[config.mk]
export PLATFORM = sky130hd
export DESIGN_NAME = wb_arbiter_1m_2s
export DESIGN_NICKNAME = d
export VERILOG_FILES = /design/src/rtl/wb_arbiter_1m_2s.sv
export SDC_FILE = /design/constraint.sdc
export NUM_CORES = 1
export LEC_CHECK = 0
export BUFFER_PORTS_ARGS = -buffer_cell sky130_fd_sc_hd__buf_2
export CAP_MARGIN = 20
export CORE_AREA = 2 2 125 127
export DETAILED_ROUTE_END_ITERATION = 7
export DIE_AREA = 0 0 127 129
export GPL_TIMING_DRIVEN = 0
export PLACE_DENSITY = 0.38
export SLEW_MARGIN = 5
export SYNTH_ARGS = -nofsm -noshare
export SYNTH_HDL_FRONTEND = slang
export SYNTH_SLANG_ARGS = --single-unit
[constraint.sdc]
create_clock -name vclk -period 0.8
set_input_delay 0.04 -clock vclk [all_inputs]
set_output_delay 0.04 -clock vclk [all_outputs]
set_load 0.05 [all_outputs]
[src/rtl/wb_arbiter_1m_2s.sv]
// Wishbone 1-master / 2-slave interconnect: m_addr_i[31] selects slave 0 (RAM) or slave 1 (UART).
// Optional cycle watchdog enabled by defining ARB_TIMEOUT_EN.
module wb_arbiter_1m_2s #(
    parameter int DW             = 32,
    parameter int TIMEOUT_CYCLES = 255
) (
    input  logic            clk_i,
    input  logic            rst_i,
    // master side
    input  logic [31:0]     m_addr_i,
    input  logic [DW-1:0]   m_data_i,
    output logic [DW-1:0]   m_data_o,
    input  logic [DW/8-1:0] m_sel_i,
    input  logic            m_cyc_i,
    input  logic            m_stb_i,
    input  logic            m_we_i,
    output logic            m_ack_o,
    output logic            m_err_o,
    output logic            m_rty_o,
    // slave 0
    output logic [30:0]     s0_addr_o,
    output logic [DW-1:0]   s0_data_o,
    input  logic [DW-1:0]   s0_data_i,
    output logic [DW/8-1:0] s0_sel_o,
    output logic            s0_cyc_o,
    output logic            s0_stb_o,
    output logic            s0_we_o,
    input  logic            s0_ack_i,
    input  logic            s0_err_i,
    input  logic            s0_rty_i,
    // slave 1
    output logic [30:0]     s1_addr_o,
    output logic [DW-1:0]   s1_data_o,
    input  logic [DW-1:0]   s1_data_i,
    output logic [DW/8-1:0] s1_sel_o,
    output logic            s1_cyc_o,
    output logic            s1_stb_o,
    output logic            s1_we_o,
    input  logic            s1_ack_i,
    input  logic            s1_err_i,
    input  logic            s1_rty_i
);

    logic sel1_s;
    logic req_s;
    logic timeout_s;
    logic sel_ack_s;
    logic sel_err_s;
    logic sel_rty_s;

    assign sel1_s = m_addr_i[31];
    assign req_s  = m_cyc_i & m_stb_i & ~rst_i;

    // Request fields go to both slaves; only cyc/stb qualify the target.
    assign s0_addr_o = m_addr_i[30:0];
    assign s1_addr_o = m_addr_i[30:0];
    assign s0_data_o = m_data_i;
    assign s1_data_o = m_data_i;
    assign s0_sel_o  = m_sel_i;
    assign s1_sel_o  = m_sel_i;
    assign s0_we_o   = m_we_i;
    assign s1_we_o   = m_we_i;

    // Route cyc/stb to the decoded slave and pick its response lines.
    always_comb begin
        s0_cyc_o  = 1'b0;
        s0_stb_o  = 1'b0;
        s1_cyc_o  = 1'b0;
        s1_stb_o  = 1'b0;
        m_data_o  = s0_data_i;
        sel_ack_s = 1'b0;
        sel_err_s = 1'b0;
        sel_rty_s = 1'b0;
        case (sel1_s)
            1'b0: begin
                s0_cyc_o  = m_cyc_i & ~rst_i & ~timeout_s;
                s0_stb_o  = m_stb_i & ~rst_i & ~timeout_s;
                m_data_o  = s0_data_i;
                sel_ack_s = s0_ack_i;
                sel_err_s = s0_err_i;
                sel_rty_s = s0_rty_i;
            end
            1'b1: begin
                s1_cyc_o  = m_cyc_i & ~rst_i & ~timeout_s;
                s1_stb_o  = m_stb_i & ~rst_i & ~timeout_s;
                m_data_o  = s1_data_i;
                sel_ack_s = s1_ack_i;
                sel_err_s = s1_err_i;
                sel_rty_s = s1_rty_i;
            end
            default: begin
                s0_cyc_o  = 1'b0;
                s0_stb_o  = 1'b0;
                s1_cyc_o  = 1'b0;
                s1_stb_o  = 1'b0;
                m_data_o  = s0_data_i;
                sel_ack_s = 1'b0;
                sel_err_s = 1'b0;
                sel_rty_s = 1'b0;
            end
        endcase
    end

    // Responses reach the master only inside an active, non-reset strobe.
    always_comb begin
        m_ack_o = req_s & sel_ack_s;
        m_err_o = (req_s & sel_err_s) | timeout_s;
        m_rty_o = req_s & sel_rty_s;
    end

`ifdef ARB_TIMEOUT_EN
    localparam int CW = (TIMEOUT_CYCLES > 0) ? $clog2(TIMEOUT_CYCLES + 1) : 1;
    localparam logic [CW-1:0] CNT_MAX  = CW'(TIMEOUT_CYCLES);
    localparam logic [CW-1:0] CNT_ZERO = CW'(0);
    localparam logic [CW-1:0] CNT_ONE  = CW'(1);

    logic [CW-1:0] cnt_r;

    assign timeout_s = req_s & (cnt_r == CNT_MAX);

    // Stall counter: counts cycles of an unanswered strobe, restarts after each timeout.
    always_ff @(posedge clk_i) begin
        if (rst_i) begin
            cnt_r <= CNT_ZERO;
        end else if (timeout_s) begin
            cnt_r <= CNT_ZERO;
        end else if (!(m_cyc_i && m_stb_i)) begin
            cnt_r <= CNT_ZERO;
        end else if (sel_ack_s || sel_err_s || sel_rty_s) begin
            cnt_r <= CNT_ZERO;
        end else begin
            cnt_r <= cnt_r + CNT_ONE;
        end
    end
`else
    logic unused_clk_s;

    assign timeout_s    = 1'b0;
    assign unused_clk_s = clk_i;
`endif

endmodule

# After elaboration in Yosys (flattened, before gate mapping)

Index checks and enable logic that the tools add are counted.

Flip-flop bits (word level): 0
Input port bits: 143
Output and inout port bits: 175
Word-level logic and storage cells: 17

Mux-type cells: 8
Bitwise logic cells: 9

Operators with widths:

| kind        | number |
|---|---|
| $pmux 32 s2 | 1 |
| $and 1x1->1 | 7 |
| $pmux 1 s2  | 3 |
| $mux 1      | 4 |
| $not 1->1   | 2 |

# Logic depth before layout (Yosys ltp)

Depth in word-level cells: 3
Mapped depth: 4
Gate-level depth less buffers: 2

# Worst setup path before layout

OpenSTA, ideal clock, no wires.

Kind: input to output
From: input m_addr_i[31]
To: output s0_cyc_o
Arrival: 1.469 ns
Data required time: 0.760 ns
Path slack: -0.709 ns
Stages: 3
Path buffers: 2
Cell sequence: buf_6 > buf_8 > nor3b_1

Longest elaborated chain between the ends: 1

Ends and longest elaborated chain:

| what            | line | text |
|---|---|---|
| start, declared | 10   | `input logic [31:0] m_addr_i,` |
| $mux 1          | 74   | `case (sel1_s)` |
| end, declared   | 25   | `output logic s0_cyc_o,` |

No other way between the ends.

# Worst setup path after layout

From: input m_addr_i[31]
To: output m_data_o[0]

Longest elaborated chain between the ends: 2

Ends and longest elaborated chain:

| what            | line | text |
|---|---|---|
| $not 1->1       | 74   |  |
| $pmux 32 s2 (*) | 74   |  |
| end, declared   | 12   | `output logic [DW-1:0] m_data_o,` |

Every way passes the cells marked *; elsewhere a longest branch is shown, timed or not.

==> metrics.md <==
| Metric | Value |
|---|---|
| Worst Setup Start Kind | input pin |
| Register area | 0 um^2 |
| I/O Buffers | 248 |
| Violated checks | negative setup slack |
| Hold_ws | about 380 ps |
| Psw | 2.24 mW |
| Number of cells produced by synthesis | ~180 |
| Top cell type's share of synthesized area | 0.684 |
| Routed length per instance | approximately 10 um |
| YS warnings | 0 |
| Max Fclk | 1220 MHz |
| Filler instances | between 1500 and 2000 |
| Syn_nets | 326 |
| DPL Wire Length | just under 6 mm |
| Sequential Power Share | 0 |
| Int Power | about 1.2 mW |
| Adder and majority gate portion of the synthesized area | 0 |
| Data arrival, critical path | between 700 and 800 ps |
| Post-Place Setup Slack | -237 ps |
| Routed wire length | ~6.3 mm |
| Most common cell after layout, fill and taps aside | buf_2 |
| # rows | 45 |
| First-pass GRT wire length | 7.71 mm |
| Placed Cells | around 620 |
| Tightest Pin Transition | about 350 ps |
| Hold Startpoint | m_addr_i[22] |
| Die Ht | 129 um |
| Avg Cell Area, Syn | slightly above 8 um^2 |
| Hold Crit Class | in -> out |
| Die width | 127 um |
| Core footprint | between 10000 and 15000 um^2 |
| Post-layout util | 0.223 |
| Synth Area in Simple Gates | 0.0339 |
| Register area share after synthesis | 0 |
| Clock buffer cells | 0 |
| DRC violations left | 0 |
| Drt initial violations | 22 |
| Sum Neg Setup Slack | -54.6 ps |
| Slew margin rel. | 0.765 |
| Largest family of logic cells by synthesized area | buffers and inverters |
| Power per cell area | a little over 1000 nW/um^2 |
| Num sequential | 0 |
| Share of layout cells above drive strength 1 | 0.993 |
| GRT Overall Usage | 0.0597 |
| Hold Path Stages | 2 |
| Antenna diode count | 0 |
| Post-synthesis xor/xnor area fraction | 0 |
| Placer Congestion | between 0.7 and 0.8 |
| Status | complete, but fails checks |
| Synth Cell Area | 1520 um^2 |
| GRT Residual Overflow | 0 |
| Largest cells by area after synthesis | buf_4, mux2_2, mux2_4, mux2i_1, and3b_1 |
| Post-route ant nets | 0 |
| Nets | 580 |
| DP Area | about 3100 um^2 |
| Compound-gate portion of the synthesized area | 0 |
| First drt pass iteration count | 3 |
| Initial antenna violation count | 1 |
| Mux cell area share after synthesis | 0.265 |
| Dominant cell type by area after synthesis | buf_4 |
| Cell area after layout | 3330 um^2 |
| Final worst slack | -19.6 ps |
| RSZ-0062 raised after global routing | yes |
| Vias in the first global route | 1626 |
| IO Count | approximately 320 |
| CP required | between 700 and 800 ps |
| Ratio of final minimum period to clock period | 1.02 |
| Commonest non-fill, non-tap cells in the layout | buf_2, buf_4, mux2_2 |
| Static leakage | 1.97 nW |
| Final setup vio count | 5 |
| WHS Endpoint | s1_addr_o[22] |
| VDD IR-drop max | 0.452 mV |
| Vias per Instance | around 3.2 |
| Element type at the critical path end | output pin |
| Post-synth cell types | 10 |
| Final Hold Vio Count | 0 |
| Initial core utilization | 0.101 |
| Layout Cells excl Fill | ~620 |
| Layout area overhead | 120% |
| Sw Share | 0.649 |
| Post-layout min period | between 800 and 900 ps |
| CP Max Fanout | 5 |
| Largest net degree at the start of global routing | 11 |
| Die ar. | around 16000 um^2 |
| Via count | 1999 |
| Power, Total | roughly 3.4 mW |
| Comb pwr share | 1.000 |
| # hold bufs at CTS | 0 |
| Max cap viols | 0 |
| Critical path class | in -> out |
| Max-slew violation count | 0 |
| Clock power frac | 0 |
power by group through the flow:
stage                     Sequential, mW  Clock (mW)  Combinational (mW)
after global placement                 0           0                3.26
after floorplan                        0           0                2.60
after global routing                   0           0                3.57
after detailed placement               0           0                3.26
after CTS                              0           0                3.43
final                                  0           0                3.45
metal layers:
metal,vias up,global-route usage,share of wire
met2,178,0.144,0.62
met5,-,0,0
met1,866,0.0503,0.25
met3,2,0.0104,0.12
li1,953,-,-
met4,0,0.00129,0.0021
synth_stat cells:
cell	n
mux2_2	29
buf_4	138
nor3b_1	2
nand3b_1	1
buf_6	1
nor2_1	3
buf_8	1
mux2_4	3
mux2i_1	3
and3b_1	2
worst max-delay path by stage:
stage                      start  slack (ps)  cells after the start          end
floorplan           m_addr_i[31]         -40                      3     s0_cyc_o
global placement           rst_i        -250                      4      m_ack_o
detailed placement         rst_i        -240                      4      m_ack_o
CTS                 m_addr_i[31]         -40                      5      m_ack_o
global route        m_addr_i[31]         -50                      5      m_ack_o
finish              m_addr_i[31]         -20                      3  m_data_o[0]
repair_timing:
action	in CTS	in global routing
hold endpoints to repair	0	0
endpoints found under the setup margin	16	27
gates cloned	2	0
setup buffers	2	0
gates resized for setup	44	31
pin swaps	1	1
critical path, cell delays in order:
cell and delay, ps:
bufbuf_16 260, mux2_4 320, buf_6 160
logic make-up after synthesis:
family	Yosys count
buffers and inverters	140
muxes	35
and+or+nand+nor	8
area by class of cell:
class | count | area [um^2] | share of cell area
buffer | 140 | 1080 | 0.325
multi-input combinational | 43 | 554 | 0.166
tap | 188 | 235 | 0.0705
timing repair buffer | 252 | 1460 | 0.438
(Power assumes the default switching activity.)
